===== src/rtl/id_stage_sb.sv =====
// id_stage_sb: decode stage between IF and EX with a per-register pending-write
// counter scoreboard, writeback-valid handshake, flush release and sticky error flag.
// Optional feature macro: ID_WB_FWD_EN (forward writeback data into the source operands).
module id_stage_sb #(
  parameter int unsigned XLEN  = 32,
  parameter int unsigned NREG  = 32,
  parameter int unsigned CNT_W = 2
) (
  input  logic                    clk,
  input  logic                    rst_i,
  input  logic                    flush_i,
  input  logic                    halt_i,
  output logic [$clog2(NREG)-1:0] rs1a_o,
  output logic [$clog2(NREG)-1:0] rs2a_o,
  input  logic [XLEN-1:0]         rs1d_i,
  input  logic [XLEN-1:0]         rs2d_i,
  input  logic                    valid_i,
  input  logic [XLEN-1:0]         instr_i,
  input  logic [XLEN-1:0]         pc_i,
  output logic                    ack_o,
  input  logic                    ack_i,
  output logic                    valid_o,
  output logic [XLEN-1:0]         instr_o,
  output logic [XLEN-1:0]         pc_o,
  output logic [XLEN-1:0]         rs1_o,
  output logic [XLEN-1:0]         rs2_o,
  output logic [XLEN-1:0]         imm_o,
  output logic                    illegal_o,
  input  logic                    wb_valid_i,
  input  logic [$clog2(NREG)-1:0] wb_rd_i,
`ifdef ID_WB_FWD_EN
  input  logic [XLEN-1:0]         wb_data_i,
`endif
  output logic                    sb_empty_o,
  output logic                    sb_err_o
);

  localparam int unsigned AW = $clog2(NREG);
  localparam logic [CNT_W-1:0] CNT_MAX = '1;

  logic [6:0]      opc;
  logic [2:0]      f3;
  logic [6:0]      f7;
  logic [4:0]      rd_f, rs1_f, rs2_f;
  logic            use_rd, use_rs1, use_rs2, bad_enc, invalid_c;
  logic [XLEN-1:0] imm_c;
  logic [AW-1:0]   rd_idx_c;
  logic            rd_wr_c;

  logic [CNT_W-1:0] cnt_q [NREG];
  logic [CNT_W-1:0] cnt_d [NREG];
  logic             sb_err_d, sb_empty_d;
  logic [CNT_W:0]   avail, dec;

  logic            out_wr_q;
  logic [AW-1:0]   out_rd_q;

  logic            fwd1_c, fwd2_c, rs1_rdy_c, rs2_rdy_c, rd_ok_c, issue_c, fl_dec_c;
  logic [XLEN-1:0] rs1_data_c, rs2_data_c;

  assign opc   = instr_i[6:0];
  assign f3    = instr_i[14:12];
  assign f7    = instr_i[31:25];
  assign rd_f  = instr_i[11:7];
  assign rs1_f = instr_i[19:15];
  assign rs2_f = instr_i[24:20];

  // RV32I decoder: register usage, immediate and encoding legality
  always_comb begin
    use_rd  = 1'b0;
    use_rs1 = 1'b0;
    use_rs2 = 1'b0;
    bad_enc = 1'b0;
    imm_c   = '0;
    case (opc)
      7'b0110111, 7'b0010111: begin
        use_rd = 1'b1;
        imm_c  = XLEN'($signed({instr_i[31:12], 12'b0}));
      end
      7'b1101111: begin
        use_rd = 1'b1;
        imm_c  = XLEN'($signed({instr_i[31], instr_i[19:12], instr_i[20], instr_i[30:21], 1'b0}));
      end
      7'b1100111: begin
        use_rd  = 1'b1;
        use_rs1 = 1'b1;
        bad_enc = (f3 != 3'd0);
        imm_c   = XLEN'($signed(instr_i[31:20]));
      end
      7'b1100011: begin
        use_rs1 = 1'b1;
        use_rs2 = 1'b1;
        bad_enc = (f3 == 3'd2) || (f3 == 3'd3);
        imm_c   = XLEN'($signed({instr_i[31], instr_i[7], instr_i[30:25], instr_i[11:8], 1'b0}));
      end
      7'b0000011: begin
        use_rd  = 1'b1;
        use_rs1 = 1'b1;
        bad_enc = (f3 == 3'd3) || (f3 == 3'd6) || (f3 == 3'd7);
        imm_c   = XLEN'($signed(instr_i[31:20]));
      end
      7'b0100011: begin
        use_rs1 = 1'b1;
        use_rs2 = 1'b1;
        bad_enc = (f3 > 3'd2);
        imm_c   = XLEN'($signed({instr_i[31:25], instr_i[11:7]}));
      end
      7'b0010011: begin
        use_rd  = 1'b1;
        use_rs1 = 1'b1;
        if (f3 == 3'd1)      bad_enc = (f7 != 7'h00);
        else if (f3 == 3'd5) bad_enc = (f7 != 7'h00) && (f7 != 7'h20);
        imm_c   = XLEN'($signed(instr_i[31:20]));
      end
      7'b0110011: begin
        use_rd  = 1'b1;
        use_rs1 = 1'b1;
        use_rs2 = 1'b1;
        bad_enc = !((f7 == 7'h00) || ((f7 == 7'h20) && ((f3 == 3'd0) || (f3 == 3'd5))));
      end
      7'b0001111, 7'b1110011: ;
      default: bad_enc = 1'b1;
    endcase
    if (use_rd  && (32'(rd_f)  >= NREG)) bad_enc = 1'b1;
    if (use_rs1 && (32'(rs1_f) >= NREG)) bad_enc = 1'b1;
    if (use_rs2 && (32'(rs2_f) >= NREG)) bad_enc = 1'b1;
  end

  assign invalid_c = bad_enc;
  assign rs1a_o    = AW'(rs1_f);
  assign rs2a_o    = AW'(rs2_f);
  assign rd_idx_c  = AW'(rd_f);
  assign rd_wr_c   = use_rd && (rd_idx_c != '0);

`ifdef ID_WB_FWD_EN
  assign fwd1_c     = wb_valid_i && (wb_rd_i == rs1a_o) && (cnt_q[rs1a_o] == CNT_W'(1));
  assign fwd2_c     = wb_valid_i && (wb_rd_i == rs2a_o) && (cnt_q[rs2a_o] == CNT_W'(1));
  assign rs1_data_c = fwd1_c ? wb_data_i : rs1d_i;
  assign rs2_data_c = fwd2_c ? wb_data_i : rs2d_i;
`else
  assign fwd1_c     = 1'b0;
  assign fwd2_c     = 1'b0;
  assign rs1_data_c = rs1d_i;
  assign rs2_data_c = rs2d_i;
`endif

  // Hazard check and issue decision; x0 is never tracked
  assign rs1_rdy_c = !use_rs1 || (rs1a_o == '0) || (cnt_q[rs1a_o] == '0) || fwd1_c;
  assign rs2_rdy_c = !use_rs2 || (rs2a_o == '0) || (cnt_q[rs2a_o] == '0) || fwd2_c;
  assign rd_ok_c   = !rd_wr_c || (cnt_q[rd_idx_c] != CNT_MAX);
  assign issue_c   = valid_i && (!valid_o || ack_i) && !flush_i && !halt_i && !invalid_c
                     && rs1_rdy_c && rs2_rdy_c && rd_ok_c && !rst_i;
  assign ack_o     = issue_c;
  assign illegal_o = valid_i && invalid_c && !rst_i;

  // A flushed, un-consumed instruction will never write back: release its rd
  assign fl_dec_c  = flush_i && valid_o && !ack_i && out_wr_q;

  // Counter update: increment on issue, decrement on writeback and flush release
  always_comb begin
    sb_err_d   = sb_err_o;
    sb_empty_d = 1'b1;
    avail      = '0;
    dec        = '0;
    for (int unsigned r = 0; r < NREG; r++) begin
      avail = {1'b0, cnt_q[r]} + (CNT_W+1)'(issue_c && rd_wr_c && (rd_idx_c == AW'(r)));
      dec   = (CNT_W+1)'(wb_valid_i && (wb_rd_i == AW'(r)))
            + (CNT_W+1)'(fl_dec_c && (out_rd_q == AW'(r)));
      if (r == 0) begin
        cnt_d[r] = '0;
      end else if (dec > avail) begin
        cnt_d[r] = '0;
        if (wb_valid_i && (wb_rd_i == AW'(r))) sb_err_d = 1'b1;
      end else begin
        cnt_d[r] = CNT_W'(avail - dec);
      end
      if (cnt_d[r] != '0) sb_empty_d = 1'b0;
    end
  end

  // Scoreboard state registers
  always_ff @(posedge clk) begin
    if (rst_i) begin
      for (int unsigned r = 0; r < NREG; r++) cnt_q[r] <= '0;
      sb_err_o   <= 1'b0;
      sb_empty_o <= 1'b1;
    end else begin
      cnt_q      <= cnt_d;
      sb_err_o   <= sb_err_d;
      sb_empty_o <= sb_empty_d;
    end
  end

  // Output register: flush kills, halt freezes, issue loads, bare ack drains
  always_ff @(posedge clk) begin
    if (rst_i) begin
      valid_o  <= 1'b0;
      instr_o  <= '0;
      pc_o     <= '0;
      rs1_o    <= '0;
      rs2_o    <= '0;
      imm_o    <= '0;
      out_rd_q <= '0;
      out_wr_q <= 1'b0;
    end else if (flush_i) begin
      valid_o  <= 1'b0;
    end else if (!halt_i) begin
      if (issue_c) begin
        valid_o  <= 1'b1;
        instr_o  <= instr_i;
        pc_o     <= pc_i;
        rs1_o    <= rs1_data_c;
        rs2_o    <= rs2_data_c;
        imm_o    <= imm_c;
        out_rd_q <= rd_idx_c;
        out_wr_q <= rd_wr_c;
      end else if (ack_i) begin
        valid_o  <= 1'b0;
      end
    end
  end

endmodule


===== config.mk =====
export PLATFORM = sky130hd
export DESIGN_NAME = id_stage_sb
export DESIGN_NICKNAME = d
export VERILOG_FILES = /design/src/rtl/id_stage_sb.sv
export SDC_FILE = /design/constraint.sdc
export NUM_CORES = 1
export LEC_CHECK = 0
export BUFFER_PORTS_ARGS = -buffer_cell sky130_fd_sc_hd__buf_2
export CAP_MARGIN = 25
export CORE_ASPECT_RATIO = 0.9
export CORE_MARGIN = 2
export CORE_UTILIZATION = 30
export CTS_CLUSTER_DIAMETER = 60
export DETAILED_ROUTE_END_ITERATION = 12
export GPL_TIMING_DRIVEN = 0
export REMOVE_ABC_BUFFERS = 1
export SYNTH_ARGS = -nofsm -noshare
export SYNTH_HDL_FRONTEND = slang
export SYNTH_SLANG_ARGS = --single-unit

===== constraint.sdc =====
create_clock -name clk -period 4.7 [get_ports clk]
set_input_delay 1.175 -clock clk [delete_from_list [all_inputs] [get_ports clk]]
set_output_delay 1.175 -clock clk [all_outputs]
set_load 0.02 [all_outputs]

==> results.cfg <==
[outcome]
status = finished, violations left
violations = setup timing

[clock_network]
clkLatencyLatePin_ns = 0.57
ctsHtreeMaxLevel = 2
clock-root-buffer = clkbuf_16
cts_buffer_depth = 3
cts-hold-fix-buffers = 0
cts.sinks = 226
cts-buffers-inserted = 36
path_clk_slew_ns = 0.05
cts_tree = built

[synthesis]
synth_top_family_by_area = simple AND/OR/NAND/NOR gates
synth_xor_area_frac = 0.01656
synth-main-ff-cell = dfxtp_1
synthDistinctLibCells = 73
synthMuxAreaShare = 0.09495
synth_seq_cells = 226
synth_area_per_cell_um2 = 8.466
synth-simple-area-share = 0.2602
synthArstFlopShare = 0
synth_area_mm2 = 0.01587
synthCells = 1874
ys.warnings.count = 0
synth_compound_area_frac = 0.1175
synth_edf_count = 0
ys_seq_area_frac = 0.2852
synthAdderAreaFrac = 0.1467

[worst_setup_path]
rr_startpoint = cnt_q[11]
criticalPathCategory = input port to flop
startpoint = instr_i[8]
critPathCaptureType = flop
r2r-end = sb_empty_o
crit_path_start_kind = input port
regToRegSetupSlack_ns = 0.09
cp.arrival_ns = 5.43
rr_worst_depth = 19
cp.required_ns = 5.17
worstPathMaxFanout = 5

[pwr]
p_int_mw = 3.926
power_mw = 5.319
switching_share = 0.2619
leakage_nw = 8.647
power.density_mw_per_mm2 = 256.6
p_comb_frac = 0.102
p_clk_frac = 0.534
seqPwrFrac = 0.364
ir_drop_uv = 237.1
p_switching_mw = 1.393

[min_path]
holdPathStages = 2
hp-start = instr_o[0]
worstHoldPathType = flop to flop
holdPathEnd = instr_o[0]

[timing]
fmax_mhz = 201.7
fin_crit_sh = 1.055
tightest_slew_ns = 1.039
maxSlewViolCount = 0
timing.final.ws_setup_ns = -0.2578
fin_crit_ns = 4.958
setup_violations = 2
clock_skew_ns = 0.02728
rsz0062_at_grt = true
whs_ns = 0.4418
hold_viol_final = 0
slew-limit-headroom = 0.3054

[floorplanning]
dieArea_mm2 = 0.05474
fp-row-count = 79
ios = 315
coreArea_mm2 = 0.05199
die_y_um = 222.2
start_util = 0.3051
die_x_um = 246.4

[grt]
grt.total_usage = 0.2069
antenna_found_initial = 9
grt-ovfl-total = 0
grt_pass1_vias = 14830
use_met1 = 0.2562
grt_pass1_wl_um = 87310
grt_busiest_layer = met2
grt_use_met2 = 0.3417
grt_max_degree = 115
grt_util_met3 = 0.05120

[routing]
via_per_inst = 5.258
routed_wl_um = 59930
ant_nets = 0
drt_iter0_markers = 1209
drc = 0
wl_per_cell_um = 20.88
num_vias = 15090
firstDrtPassIters = 5

[cells_and_area]
mostFrequentLayoutCell = buf_2
n_fill_cell = 5127
fin_nets = 2480
multi_input_area_mm2 = 0.01107
mostFrequentLayoutCells = buf_2 (299), nand2b_1 (273), dfxtp_1 (226)
final_layout_size_suffix_gt1_frac = 0.2704
area_delta_synth_final_pct = 30.64
regArea_mm2 = 0.004524

[placed_design]
placement.io_buffers = 314
gp_congestion = 0.9429
post-place-ws_ns = -2.754
dp_hpwl_um = 42570

[job]
cap_violations = 0
worst max-delay path by stage:
stage	endpoint	slack (ns)	cells after the start
detailed placement	sb_empty_o	-2.75	20
global placement	sb_err_o	-5.73	18
global route	sb_empty_o	-0.32	22
CTS	sb_err_o	-0.18	18
finish	sb_empty_o	-0.26	20
floorplan	sb_err_o	-0.79	16
per-stage QoR:
step                      TNS, ns    util  cells  cell area (µm²)
final                     -0.4797  0.3986   2870            20730
after CTS                 -0.3442  0.3798   2844            19750
after floorplan            -65.77       -   1748            15120
after global routing      -0.6384  0.3985   2867            20720
after global placement    -984.40  0.3377   2750            17560
after detailed placement  -161.98  0.3420   2760            17780
sequential cells by signal, summed over array words and instances (netlist names):
register and cells:
out_wr_q 1, sb_err_o 1, instr_o 32, rs1_o 32, sb_empty_o 1, imm_o 32
rs2_o 32, pc_o 32, cnt_q 62, valid_o 1
layer usage:
| layer | up-vias | routed length (µm) |
|---|---|---|
| li1 | 7083 | - |
| met1 | 7159 | 24300 |
| met4 | 6 | 2283 |
| met3 | 147 | 5904 |
| met5 | - | 48 |
| met2 | 695 | 27390 |
synthesized netlist by cell type, types with 3 or more instances:
cell type	n	area, µm²
buf_4	12	90.09
a2111oi_0	7	61.31
nand2_1	80	300.3
mux2i_1	119	1191
mux4_2	13	292.8
nor3b_1	5	37.54
dfxtp_1	226	4524
clkbuf_1	80	300.3
nor3_1	60	300.3
a21boi_0	3	22.52
ha_1	186	2327
o41ai_1	41	359.1
nand3b_1	11	82.58
o22a_1	4	35.03
o31ai_1	4	30.03
a22oi_1	6	45.04
nand4_1	10	62.56
nand4b_1	9	78.83
or3_1	9	56.30
nor2_1	151	566.8
buf_1	5	18.77
o2111ai_1	4	35.03
xnor2_1	27	236.5
a21o_1	4	30.03
nand2b_1	277	1733
a211oi_1	8	60.06
a32oi_1	3	26.28
xor2_1	3	26.28
o211ai_1	10	75.07
inv_1	134	503.0
o21bai_1	9	67.56
a31oi_1	3	18.77
nor2b_1	63	394.1
nand3_1	17	85.08
buf_2	15	75.07
o21ai_0	65	325.3
and3_1	4	25.02
a211o_1	6	52.55
nor4_1	46	287.8
buf_12	11	220.2
a21oi_1	70	350.3
o22ai_1	13	81.33
kinds of logic (layout without fill, tap and decap cells):
| kind of cell | after synthesis | count (layout) |
|---|---|---|
| compound gates | 281 | 281 |
| xor+xnor | 30 | 30 |
| simple gates | 755 | 755 |
| fa+ha+maj | 186 | 186 |
| buf+inv | 262 | 566 |
| flops | 226 | 226 |
| mux | 134 | 134 |
| other cells | 0 | 4 |
power by group through the flow:
stage | Combinational [mW] | Clock, mW | Sequential, mW
3_5_place_dp | 0.440 | 0 | 1.98
3_3_place_gp | 0.436 | 0 | 1.98
4_1_cts | 0.505 | 2.90 | 1.93
5_1_grt | 0.577 | 2.98 | 1.93
6_report | 0.543 | 2.84 | 1.94
2_1_floorplan | 0.192 | 0 | 1.98
critical path, stage by stage:
cell      delay, ns
buf_16         0.11
mux4_2         0.52
mux4_2         0.48
o2111a_1       0.17
nand4b_1       0.23
buf_6          0.19
buf_12         0.15
buf_12         0.14
nor4_4         0.25
ha_2           0.23
ha_1           0.22
inv_1          0.10
ha_4           0.16
nand2b_1       0.07
a21oi_2        0.22
nand2_2        0.10
nand2_2        0.11
nand4_1        0.18
nor4_4         0.34
a41o_1         0.27
cell type report:
type / instances / area share
timing repair buffer: 368 / 0.1199
inverter: 136 / 0.02505
clock buffer: 43 / 0.04715
clock inverter: 19 / 0.01352
multi-input combinational: 1386 / 0.5341
tap: 688 / 0.04153
antenna: 4 / 0.0004829
sequential: 226 / 0.2183
timing repair:
action,4_1_cts,5_1_grt
pin swaps,20,55
gates resized for setup,87,139
setup buffers,16,18
setup endpoints to repair,126,4
gates cloned,7,4
endpoints found under the hold margin,0,0
(Power assumes the default switching activity.)
